--- src/rtl/multi_reg_calculator.sv ---
// Push-button calculator: NREG registers, add/subtract, NDIG-digit seven-segment display.
// Binary-to-BCD uses an iterative shift-add-3 converter; busy is high while it runs.
module multi_reg_calculator #(
    parameter int WIDTH = 8,
    parameter int NREG  = 4,
    parameter int NDIG  = 3
) (
    input  logic              clk,
    input  logic              rst,
    input  logic [5+NREG:0]   pb,
    output logic [7*NDIG-1:0] ss,
    output logic              red,
    output logic              blue,
    output logic              busy
);
    localparam int IW = (NREG > 1) ? $clog2(NREG) : 1;
    localparam int BW = 4 * NDIG;
    localparam int CW = $clog2(WIDTH + 1);
    localparam logic [7*NDIG-1:0] SS_ZERO = {NDIG{7'b0111111}};

    function automatic longint unsigned pow10(input int n);
        longint unsigned r;
        r = 1;
        for (int k = 0; k < n; k++) r = r * 10;
        return r;
    endfunction

    localparam longint unsigned MAXV = (64'd1 << WIDTH) - 64'd1;

    generate
        if (pow10(NDIG) <= MAXV) begin : g_ndig_chk
            $error("NDIG too small to display 2^WIDTH-1");
        end
        if (NREG < 2 || NREG > 8) begin : g_nreg_chk
            $error("NREG must be in 2..8");
        end
    endgenerate

    function automatic logic [6:0] seg7(input logic [3:0] d);
        case (d)
            4'd0:    return 7'b0111111;
            4'd1:    return 7'b0000110;
            4'd2:    return 7'b1011011;
            4'd3:    return 7'b1001111;
            4'd4:    return 7'b1100110;
            4'd5:    return 7'b1101101;
            4'd6:    return 7'b1111101;
            4'd7:    return 7'b0000111;
            4'd8:    return 7'b1111111;
            4'd9:    return 7'b1100111;
            default: return 7'b0000000;
        endcase
    endfunction

    typedef enum logic [2:0] {IDLE, WRITE, RSEL_A, RSEL_B, ROP, SHOW} state_t;

    state_t              state_q, state_d;
    logic [5+NREG:0]     pb_q, pb_d, press;
    logic [WIDTH-1:0]    entry_q, entry_d;
    logic [WIDTH-1:0]    regs_q [NREG];
    logic [WIDTH-1:0]    regs_d [NREG];
    logic [IW-1:0]       a_q, a_d, b_q, b_d;
    logic [WIDTH-1:0]    result_q, result_d;
    logic                red_q, red_d, blue_q, blue_d;
    logic [WIDTH-1:0]    disp_val, disp_last_q, disp_last_d;
    logic [WIDTH-1:0]    bin_q, bin_d, bin_sh;
    logic [BW-1:0]       bcd_q, bcd_d, bcd_adj, bcd_sh;
    logic [BW+WIDTH-1:0] shift_full;
    logic [CW-1:0]       cnt_q, cnt_d;
    logic                busy_q, busy_d;
    logic [7*NDIG-1:0]   ss_q, ss_d;

    logic          p_write, p_read, p_bit, bit_val, p_add, p_sub, p_reg;
    logic [IW-1:0] reg_sel;

    // State register
    always_ff @(posedge clk) begin
        if (rst) begin
            state_q     <= IDLE;
            pb_q        <= '0;
            entry_q     <= '0;
            regs_q      <= '{default: '0};
            a_q         <= '0;
            b_q         <= '0;
            result_q    <= '0;
            red_q       <= 1'b0;
            blue_q      <= 1'b0;
            disp_last_q <= '0;
            bin_q       <= '0;
            bcd_q       <= '0;
            cnt_q       <= '0;
            busy_q      <= 1'b0;
            ss_q        <= SS_ZERO;
        end else begin
            state_q     <= state_d;
            pb_q        <= pb_d;
            entry_q     <= entry_d;
            regs_q      <= regs_d;
            a_q         <= a_d;
            b_q         <= b_d;
            result_q    <= result_d;
            red_q       <= red_d;
            blue_q      <= blue_d;
            disp_last_q <= disp_last_d;
            bin_q       <= bin_d;
            bcd_q       <= bcd_d;
            cnt_q       <= cnt_d;
            busy_q      <= busy_d;
            ss_q        <= ss_d;
        end
    end

    // Next-state and datapath
    always_comb begin
        pb_d    = pb;
        press   = pb & ~pb_q;
        p_write = 1'b0;
        p_read  = 1'b0;
        p_bit   = 1'b0;
        bit_val = 1'b0;
        p_add   = 1'b0;
        p_sub   = 1'b0;
        p_reg   = 1'b0;
        reg_sel = '0;
        if (press[2]) begin
            p_write = 1'b1;
        end else if (press[3]) begin
            p_read = 1'b1;
        end else begin
            if (press[0]) begin
                p_bit = 1'b1;
            end else if (press[1]) begin
                p_bit   = 1'b1;
                bit_val = 1'b1;
            end
            if (press[4]) p_add = 1'b1;
            else if (press[5]) p_sub = 1'b1;
            // Scan downwards so the lowest pressed index is the one kept
            for (int i = NREG - 1; i >= 0; i--) begin
                if (press[6+i]) begin
                    p_reg   = 1'b1;
                    reg_sel = IW'(i);
                end
            end
        end

        state_d  = state_q;
        entry_d  = entry_q;
        regs_d   = regs_q;
        a_d      = a_q;
        b_d      = b_q;
        result_d = result_q;
        red_d    = red_q;
        blue_d   = blue_q;

        if (p_write) begin
            state_d = WRITE;
            entry_d = '0;
        end else begin
            case (state_q)
                IDLE: if (p_read) state_d = RSEL_A;
                WRITE: begin
                    if (p_read) begin
                        state_d = RSEL_A;
                    end else if (p_bit) begin
                        entry_d = {entry_q[WIDTH-2:0], bit_val};
                    end else if (p_reg) begin
                        regs_d[reg_sel] = entry_q;
                        entry_d         = '0;
                    end
                end
                RSEL_A: if (p_reg) begin
                    a_d     = reg_sel;
                    state_d = RSEL_B;
                end
                RSEL_B: if (p_reg) begin
                    b_d     = reg_sel;
                    state_d = ROP;
                end
                ROP: begin
                    if (p_add) begin
                        {red_d, result_d} = {1'b0, regs_q[a_q]} + {1'b0, regs_q[b_q]};
                        blue_d  = 1'b0;
                        state_d = SHOW;
                    end else if (p_sub) begin
                        if (regs_q[a_q] >= regs_q[b_q]) begin
                            result_d = regs_q[a_q] - regs_q[b_q];
                            blue_d   = 1'b0;
                        end else begin
                            result_d = regs_q[b_q] - regs_q[a_q];
                            blue_d   = 1'b1;
                        end
                        red_d   = 1'b0;
                        state_d = SHOW;
                    end
                end
                SHOW: if (p_read) state_d = RSEL_A;
                default: state_d = IDLE;
            endcase
        end
        if (state_d != SHOW) begin
            red_d  = 1'b0;
            blue_d = 1'b0;
        end

        // BCD converter: a change of displayed value restarts it, aborting any run in flight
        bcd_adj = bcd_q;
        for (int d = 0; d < NDIG; d++) begin
            if (bcd_q[4*d +: 4] >= 4'd5) bcd_adj[4*d +: 4] = bcd_q[4*d +: 4] + 4'd3;
        end
        shift_full = {bcd_adj, bin_q} << 1;
        bcd_sh     = shift_full[BW+WIDTH-1:WIDTH];
        bin_sh     = shift_full[WIDTH-1:0];

        disp_last_d = disp_val;
        bin_d       = bin_q;
        bcd_d       = bcd_q;
        cnt_d       = cnt_q;
        busy_d      = busy_q;
        ss_d        = ss_q;
        if (disp_val != disp_last_q) begin
            bin_d  = disp_val;
            bcd_d  = '0;
            cnt_d  = CW'(WIDTH);
            busy_d = 1'b1;
        end else if (busy_q) begin
            bin_d = bin_sh;
            bcd_d = bcd_sh;
            cnt_d = cnt_q - CW'(1);
            if (cnt_q == CW'(1)) begin
                busy_d = 1'b0;
                for (int d = 0; d < NDIG; d++) ss_d[7*d +: 7] = seg7(bcd_sh[4*d +: 4]);
            end
        end
    end

    // Outputs
    always_comb begin
        case (state_q)
            WRITE:   disp_val = entry_q;
            SHOW:    disp_val = result_q;
            default: disp_val = '0;
        endcase
        ss   = ss_q;
        red  = red_q;
        blue = blue_q;
        busy = busy_q;
    end
endmodule
--- config.mk ---
export PLATFORM = sky130hd
export DESIGN_NAME = multi_reg_calculator
export DESIGN_NICKNAME = d
export VERILOG_FILES = /design/src/rtl/multi_reg_calculator.sv
export SDC_FILE = /design/constraint.sdc
export NUM_CORES = 1
export LEC_CHECK = 0
export CORE_MARGIN = 4
export CORE_UTILIZATION = 35
export DETAILED_ROUTE_END_ITERATION = 10
export PLACE_DENSITY = 0.61
export SLEW_MARGIN = 40
export SYNTH_ARGS = -nofsm -noshare
export SYNTH_HDL_FRONTEND = slang
export SYNTH_SLANG_ARGS = --single-unit
--- constraint.sdc ---
create_clock -name clk -period 5.8 [get_ports clk]
set_input_delay 0.87 -clock clk [delete_from_list [all_inputs] [get_ports clk]]
set_output_delay 0.87 -clock clk [all_outputs]
set_load 0.05 [all_outputs]
After elaboration in Yosys (flattened, before gate mapping)
Memories as Yosys holds them, arrays and structs flattened. A register that Yosys moved wholly into a read port is not among the register bits.
Index checks and enable logic that the tools add are counted.
Widths: inputs -> output; s select.
{ "op_classes": {"shift": 0, "n_mul": 0, "div_mod_pow": 0, "mux": 66, "bitwise": 9, "n_addsub": 7, "order_cmp": 8, "n_eq_ne": 8, "n_reduce_logical": 15} }
{ "ops": {"columns": ["op", "count"], "rows": [
  ["$mux 8", 12],
  ["$bmux 8 s2", 2],
  ["$bwmux 32", 1],
  ["$mux 1", 31],
  ["$mux 3", 7],
  ["$demux 8 s2", 1],
  ["$mux 4", 4],
  ["$pmux 8 s2", 1],
  ["$sub 8x8->8", 2],
  ["$reduce_and 3->1", 5],
  ["$ge 4x3->1 const B", 3],
  ["$mux 2", 6],
  ["$pmux 3 s4", 1],
  ["$and 10x10->10", 1],
  ["$not 10->10", 1],
  ["$add 8x8->9", 1],
  ["$ge 3x3->1 const B", 3],
  ["$not 2->3", 3],
  ["$add 4x2->4 const B", 2],
  ["$ge 8x8->1", 1],
  ["$ne 8x8->1", 1],
  ["$eq 3x2->1 const B", 2],
  ["$eq 3x3->1 const B", 2],
  ["$reduce_bool 2->1", 3],
  ["other kinds (12)", 17]
]} }
{ "word_totals": {"ramBits": 0, "latchBits": 0, "out_inout_bits": 24, "romBits": 336, "input_bits": 12, "mem_count": 3, "reg_bits": 100, "elab_cells": 134} }
{ "memory_table": {"columns": ["name", "depth", "word_bits", "rd", "rd_clocked_by_memory_dff", "write_ports", "line_no", "rtl"], "rows": [
  ["(no name shown)", 16, 7, 1, 1, 0, "40", "case (d)"],
  ["(no name shown)", 16, 7, 1, 1, 0, "40", null],
  ["(no name shown)", 16, 7, 1, 1, 0, "40", null]
]} }

Logic depth before layout (Yosys ltp)
Gate-level depths: netlist of run 1.
{ "logic_depth": {"depth_word": 14, "ltp_mapped": 12, "depth_no_buf": 11} }

Least setup slack after synthesis of run 1
Ideal clock, no wire load.
{ "synth_timing": {"path_type": "register to register", "start": "register b_q[0]", "end": "register result_q[7]", "slack_ns": 2.284, "t_arrival_ns": 3.437, "t_required_ns": 5.721, "setup_ns": 0.079, "path_buffers": 1, "path_stages_with_launch": 12, "synth_period_minus_slack_ns": 3.516, "cell_sequence": "dfxtp_1 > clkbuf_1 > mux4_2 > ha_1 > fa_1 > nand3b_1 > nand4_1 > a21o_1 > mux2i_1 > o21ai_0 > or4b_2 > o211ai_1"} }
{ "synth_via": {"elab_chain_len": 8, "elab_cells_between_ends": 11, "cone_classes": "3 x add/sub; 1 x order compare; 6 x mux; 1 x bitwise"} }
{ "synth_rtl": {"columns": ["item", "line_no", "rtl"], "rows": [
  ["start, declared", "62", "logic [IW-1:0] a_q, a_d, b_q, b_d;"],
  ["start signal, assigned", "84", "b_q <= '0;"],
  ["start signal, assigned", "100", "b_q <= b_d;"],
  ["$not 2->3 (not written as such) (*)", null, null],
  ["$bmux 8 s2 (*)", null, null],
  ["$mux 8 (not written as such) (*) (2 in a row)", null, null],
  ["$sub 8x8->8, or another cell as far along", "190", "result_d = regs_q[b_q] - regs_q[a_q];"],
  ["$mux 8", "186", "if (regs_q[a_q] >= regs_q[b_q]) begin"],
  ["$mux 8", "185", "end else if (p_sub) begin"],
  ["$mux 8 (*)", "181", "if (p_add) begin"],
  ["end signal, assigned", "101", "result_q <= result_d;"],
  ["end, declared", "63", "logic [WIDTH-1:0] result_q, result_d;"]
]} }
Mark *: on every way between the ends. The rest lies on a longest branch, timed or not. The select of a mux whose other input is x is not followed.
A chain may end at the register's enable or synchronous reset.

Final worst setup path of run 1
Same ends and word-level chain as after synthesis.

==> flow_summary.yaml, run 1 <==
status:
  status: "complete, no violations"
setup_path:
  cp-startpoint: "b_q[0]$_SDFFE_PP0P_"
  path_class: "reg -> reg"
  path_delay_family: "simple AND/OR/NAND/NOR gates"
  ff2ff_setup_slack_ns: 2.10
  cp.required_ns: 6.14
  cp-start-kind: "register"
  critPathArrivalTime_ns: 4.05
  reg2regPathDepth: 10
  path_buf_inv: 0
  r2r_end: "result_q[7]$_SDFFE_PP0P_"
  crit-reg2reg-launch: "b_q[0]$_SDFFE_PP0P_"
  endpoint_kind: "register"
  cp_max_fo: 9
  crit_path_max_incr_delay_ns: 0.68
  crit_slowest_cell: "dfxtp_1"
  crit_chain: "mux4_2 -> ha_1 -> fa_1 -> nand3b_1 -> nand4_1 -> a21o_1 -> mux2i_1 -> o21ai_0 -> or4b_2 -> o211ai_1"
logic_synthesis:
  synth_nets: 822
  synth_top_area_cell: "dfxtp_1"
  synthCells: 758
  syn_area_sq_um: 6920
  async_flop_share: 0
  ys_warn_count: 0
  syn_area_per_cell_sq_um: 9.13
  synth.area.top_cells: "dfxtp_1 35%, mux2i_1 10%, ha_1 8.9%, mux4_2 5.2%, nor2_1 5.2%"
  ys_seq_elements: 121
  synth_top_area_share: 0.350
  synth_edf_count: 0
  synth_ff_type: "dfxtp_1"
  synth_cell_type_count: 59
  ys_seq_area_frac: 0.350
clock_network:
  clk_latency_ns: 0.42
  clkTransAtPathRegs_ns: 0.06
  cts_max_level: 4
  cts_hold_buf: 0
  ctsResizeCount: 0
  cts_buffer_depth: 2
  cts_setup_buffers: 0
  numCtsBuffers: 17
  cts-root-buf: "clkbuf_16"
  clock-sinks: 121
  cts_tree: "yes"
routing:
  drt-total-wl_um: 15400
  vias_per_cell: 5.18
  dr.pass1.iters: 5
  ant_nets: 0
  drc_errors: 0
  first_iter_violations: 268
  routed-via-count: 5456
  wire_per_inst_um: 14.6
power_and_ir_drop:
  p_switching_mw: 0.420
  internal-power_mw: 1.58
  power_density_nw_per_um2: 247
  combPwrFrac: 0.036
  p_total_mw: 2.00
  p_leak_nw: 3.01
  power.share.clock: 0.542
  max-vdd-ir-drop_v: 0.000156
  switching_share: 0.211
  seqPwrFrac: 0.422
worst_hold_path:
  hold_path_depth: 1
  hp-class: "reg -> reg"
  min_to: "ss[1]$_SDFFE_PP1P_"
  min_from: "ss[1]$_SDFFE_PP1P_"
floorplanning:
  io_pins: 36
  row_count: 51
  core_sq_um: 19500
  initial_core_util: 0.356
  die_y_um: 149
  die_w_um: 149
  dieArea_sq_um: 22100
final_layout:
  area_growth_pct: 16.7
  final_core_util: 0.415
  n_antenna_cell: 0
  fill_cells: 1949
  layout.nets: 840
  drive_above_1_share: 0.0876
placement:
  dp_hpwl_um: 10800
  place.gp.congestion: 0.898
  pre_cts_ws_ns: 2.14
  io_buffer_count: 35
sta:
  slew_violations: 0
  finalSetupViolCount: 0
  max_freq_ghz: 0.270
  max-slew-margin-rel: 0.468
  worst_pin_slew_ns: 0.797
  final-hold-violation-count: 0
  min_period_ns: 3.70
  rsz0062_at_grt: "no"
  setup_ws_ns: 2.10
  fin_tns_setup_ns: 0
  clock_skew_ns: 0.00831
  timing.final.crit_share: 0.639
grt:
  grt_busiest_layer: "met2"
  grt_pass1_wl_um: 26100
  grt_pass1_vias: 5185
  grt_use_met1: 0.197
  grt_util_all_layers: 0.145
  antenna_found_initial: 0
  use_met3: 0.0341
  overflow: 0
  met2_usage: 0.226
  grt_max_degree: 86
flow_run:
  drv_cap: 0
## stage by stage
step | std cells | hold WS (ns) | cell area [sq um]
after floorplan | 758 | 0.445 | 6920
after global placement | 1022 | 0.446 | 7450
after detailed placement | 1022 | 0.454 | 7460
after CTS | 1053 | 0.467 | 8070
after global routing | 1053 | 0.477 | 8070
final | 1053 | 0.462 | 8070
## layout by cell type, fill, tap and decap left out, types with 25 or more instances in the layout
cell             Yosys  final
ha_1                49     49
nand2_1             28     28
nor2_1              96     96
mux2i_1             70     69
clkdlybuf4s50_1      0     34
inv_1               40     40
nor3_1              25     25
o21ai_0             33     33
a21oi_1             54     53
dfxtp_1            121    121
## synth_stat cells, drive strengths merged, types with 19 or more instances
master  instances
nand2          28
dfxtp         121
a211oi         19
mux2i          71
nor2b          19
a21oi          54
ha             49
clkbuf         27
inv            40
o21ai          38
nor3           27
nor2           96
## routing by layer
| layer | share of wire | vias up |
|---|---|---|
| met2 | 0.45 | 90 |
| li1 | - | 2767 |
| met1 | 0.49 | 2579 |
| met4 | 0.018 | 0 |
| met5 | 0 | - |
| met3 | 0.037 | 20 |
## registers in the layout, indices dropped and copies added (netlist names)
name         flops
bcd_q           12
bin_q            8
regs_q          32
pb_q            10
blue             1
busy             1
disp_last_q      8
result_q         8
a_q              2
cnt_q            4
entry_q          8
ss              21
b_q              2
state_q          3
red              1
## power by group through the flow
stage / clock, mW / sequential, mW / combinational (mW)
floorplan: 0 / 0.856 / 0.0541
global placement: 0 / 0.859 / 0.0719
detailed placement: 0 / 0.859 / 0.0728
CTS: 1.10 / 0.841 / 0.0730
global route: 1.14 / 0.842 / 0.0801
finish: 1.08 / 0.841 / 0.0721
## cell families after synthesis
family | Yosys count | share of synthesized area
buf+inv | 82 | 0.0490
simple gates | 237 | 0.177
compound gates | 167 | 0.153
mux | 90 | 0.161
flops | 121 | 0.350
xor+xnor | 9 | 0.0114
fa+ha+maj | 52 | 0.0973
## cell type report
cell class / count / area (sq um) / share of cell area
clock buffer: 23 / 488 / 0.0604
clock inverter: 8 / 118 / 0.0146
inverter: 41 / 154 / 0.0191
multi-input combinational: 555 / 4170 / 0.517
sequential: 121 / 2420 / 0.300
tap: 265 / 332 / 0.0411
timing repair buffer: 40 / 389 / 0.0482
## worst max-delay path by stage
stage	endpoint	slack, ns	depth (start not counted)
floorplan	result_q[7]$_SDFFE_PP0P_	2.28	11
global placement	result_q[7]$_SDFFE_PP0P_	2.17	10
detailed placement	result_q[7]$_SDFFE_PP0P_	2.14	10
CTS	result_q[7]$_SDFFE_PP0P_	2.10	10
global route	result_q[5]$_SDFFE_PP0P_	1.78	9
finish	result_q[7]$_SDFFE_PP0P_	2.10	10
## worst register-to-register path, delay by kind of cell (launching register included)
kind,cells,cell delay [ns]
AOI/OAI and AO/OA,3,0.49
adders and majority gates,2,0.63
DFF,1,0.68
muxes,2,0.83
and+or+nand+nor,3,1.00
No activity file was read; power rests on OpenSTA's default activity.
==> run 2, diff against run 1 <==
- PLACE_DENSITY: 0.61 -> 0.63
- clock period: 5.8 -> 3.4 ns (I/O delays scaled with it)
==> run 2 against run 1 <==
  * Critical path type unchanged
  * Critical path depth unchanged
  * Die area stayed put
  * Sequential share of layout area fell by 0.68 points
  * Clock-buffer cell count grew 1
  * Largest power group unchanged
  * Hold slack lost 0.0023 ns
==> flow_summary.yaml, run 2 (synthesized netlist as in run 1, its figures left out) <==
floorplanning:
  row_count: 51
  die_y_um: 149
  dieArea_sq_um: 22100
  initial_core_util: 0.356
  die_w_um: 149
  core_sq_um: 19500
  io_pins: 36
grt:
  grt_pass1_vias: 5169
  grt_max_degree: 49
  use_met3: 0.0341
  overflow: 0
  grt_busiest_layer: "met2"
  antenna_found_initial: 0
  grt_util_all_layers: 0.148
  grt_pass1_wl_um: 26400
  met2_usage: 0.229
  grt_use_met1: 0.199
worst_hold_path:
  hp-class: "reg -> reg"
  min_from: "ss[1]$_SDFFE_PP1P_"
  hold_path_depth: 1
  min_to: "ss[1]$_SDFFE_PP1P_"
setup_path:
  critPathArrivalTime_ns: 3.56
  path_delay_family: "simple AND/OR/NAND/NOR gates"
  crit_chain: "mux4_2 -> ha_1 -> fa_1 -> nand3b_1 -> nand4_1 -> a21o_1 -> mux2i_1 -> o21ai_1 -> or4b_2 -> o211ai_1"
  r2r_end: "result_q[7]$_SDFFE_PP0P_"
  reg2regPathDepth: 10
  crit-reg2reg-launch: "b_q[0]$_SDFFE_PP0P_"
  cp.required_ns: 3.74
  path_class: "reg -> reg"
  crit_slowest_cell: "or4b_2"
  ff2ff_setup_slack_ns: 0.18
  endpoint_kind: "register"
  path_buf_inv: 0
  cp-start-kind: "register"
  crit_path_max_incr_delay_ns: 0.65
  cp_max_fo: 3
power_and_ir_drop:
  p_leak_nw: 3.13
  switching_share: 0.213
  power_density_nw_per_um2: 406
  power.share.clock: 0.534
  max-vdd-ir-drop_v: 0.000291
  seqPwrFrac: 0.428
  combPwrFrac: 0.038
  internal-power_mw: 2.64
  p_switching_mw: 0.713
routing:
  ant_nets: 0
  drc_errors: 0
  vias_per_cell: 5.17
  first_iter_violations: 305
  drt-total-wl_um: 15900
  dr.pass1.iters: 5
  routed-via-count: 5568
  wire_per_inst_um: 14.7
clock_network:
  cts_tree: "yes"
  cts_buffer_depth: 2
  cts_hold_buf: 0
  clock-sinks: 121
  clkTransAtPathRegs_ns: 0.05
  cts-root-buf: "clkbuf_16"
  numCtsBuffers: 17
  cts_max_level: 4
  clk_latency_ns: 0.42
final_layout:
  regMostFlops: "regs_q"
  drive_above_1_share: 0.116
  largest_reg_flops: 32
  area_growth_pct: 19.4
  n_antenna_cell: 0
  finalNonFillerCells: 1077
  multi_input_area_sq_um: 4190
  seqCellArea_sq_um: 2420
  final_area_sq_um: 8260
  layout.nets: 864
  fill_cells: 1910
  final_common_cell: "dfxtp_1"
  final_cell_mix: "121 x dfxtp_1, 96 x nor2_1, 70 x mux2i_1"
sta:
  rsz0062_at_grt: "no"
  max_freq_ghz: 0.311
  min_period_ns: 3.22
  fin_tns_setup_ns: 0
  final-hold-violation-count: 0
  worst_pin_slew_ns: 0.811
  clock_skew_ns: 0.00691
  timing.final.crit_share: 0.946
  slew_violations: 0
  finalSetupViolCount: 0
  max-slew-margin-rel: 0.458
status:
  status: "complete, no violations"
placement:
  placed_cells: 1045
  placed_cell_area_sq_um: 7620
  place.gp.congestion: 0.914
  io_buffer_count: 35
  dp_hpwl_um: 11500
flow_run:
  drv_cap: 0
run 2: cell types whose count changed in the layout (fill, tap and decap cells not counted), sizes merged:
cell      change
clkinvlp      +1
clkinv        -1
clkbuf        +1
bufinv        -1
buf          +24
run 2: area by class of cell:
class / count / area share
multi-input combinational: 555 / 0.507
sequential: 121 / 0.293
timing repair buffer: 64 / 0.0689
clock buffer: 24 / 0.0607
tap: 265 / 0.0401
inverter: 41 / 0.0186
clock inverter: 7 / 0.0109
run 2: per-layer routing:
| layer | vias to the layer above | share of wire |
|---|---|---|
| li1 | 2811 | - |
| met1 | 2638 | 0.49 |
| met2 | 92 | 0.46 |
| met3 | 27 | 0.035 |
| met4 | 0 | 0.021 |
| met5 | - | 0 |
run 2: metrics by stage:
step                       util  worst slack (ns)  power (mW)  hold WS [ns]
after floorplan               -           0.00326        1.55         0.445
after global placement    0.392             0.206        1.59         0.444
after detailed placement  0.392             0.150        1.59         0.452
after CTS                 0.422             0.128        3.38         0.459
after global routing      0.424            0.0417        3.47         0.478
final                     0.424             0.184        3.35         0.460
run 2: worst register-to-register path, cell delays in order (launching register included):
cell      delay [ns]
dfxtp_1         0.38
mux4_2          0.56
ha_1            0.26
fa_1            0.39
nand3b_1        0.19
nand4_1         0.13
a21o_1          0.16
mux2i_1         0.21
o21ai_1         0.11
or4b_2          0.65
o211ai_1        0.10
run 2: what timing repair did:
action	CTS	global route
buffers inserted	0	1
endpoints found under the setup margin	0	1
gates resized for setup	0	9
run 2: worst max path at each step:
stage | from | endpoint | slack [ns] | cells past startpoint
after global routing | b_q[0]$_SDFFE_PP0P_ | result_q[7]$_SDFFE_PP0P_ | 0.04 | 10
final | b_q[0]$_SDFFE_PP0P_ | result_q[7]$_SDFFE_PP0P_ | 0.18 | 10
after CTS | a_q[0]$_SDFFE_PP0P_ | result_q[7]$_SDFFE_PP0P_ | 0.13 | 10
after global placement | a_q[0]$_SDFFE_PP0P_ | result_q[7]$_SDFFE_PP0P_ | 0.21 | 10
after detailed placement | a_q[0]$_SDFFE_PP0P_ | result_q[7]$_SDFFE_PP0P_ | 0.15 | 10
after floorplan | a_q[0]$_SDFFE_PP0P_ | result_q[7]$_SDFFE_PP0P_ | 0.003 | 11
run 2: power groups by stage:
stage          Sequential (mW)  Clock, mW  Combinational, mW
6_report                  1.43       1.79              0.126
5_1_grt                   1.43       1.89              0.140
4_1_cts                   1.43       1.82              0.127
3_5_place_dp              1.46          0              0.127
3_3_place_gp              1.46          0              0.127
2_1_floorplan             1.46          0             0.0923
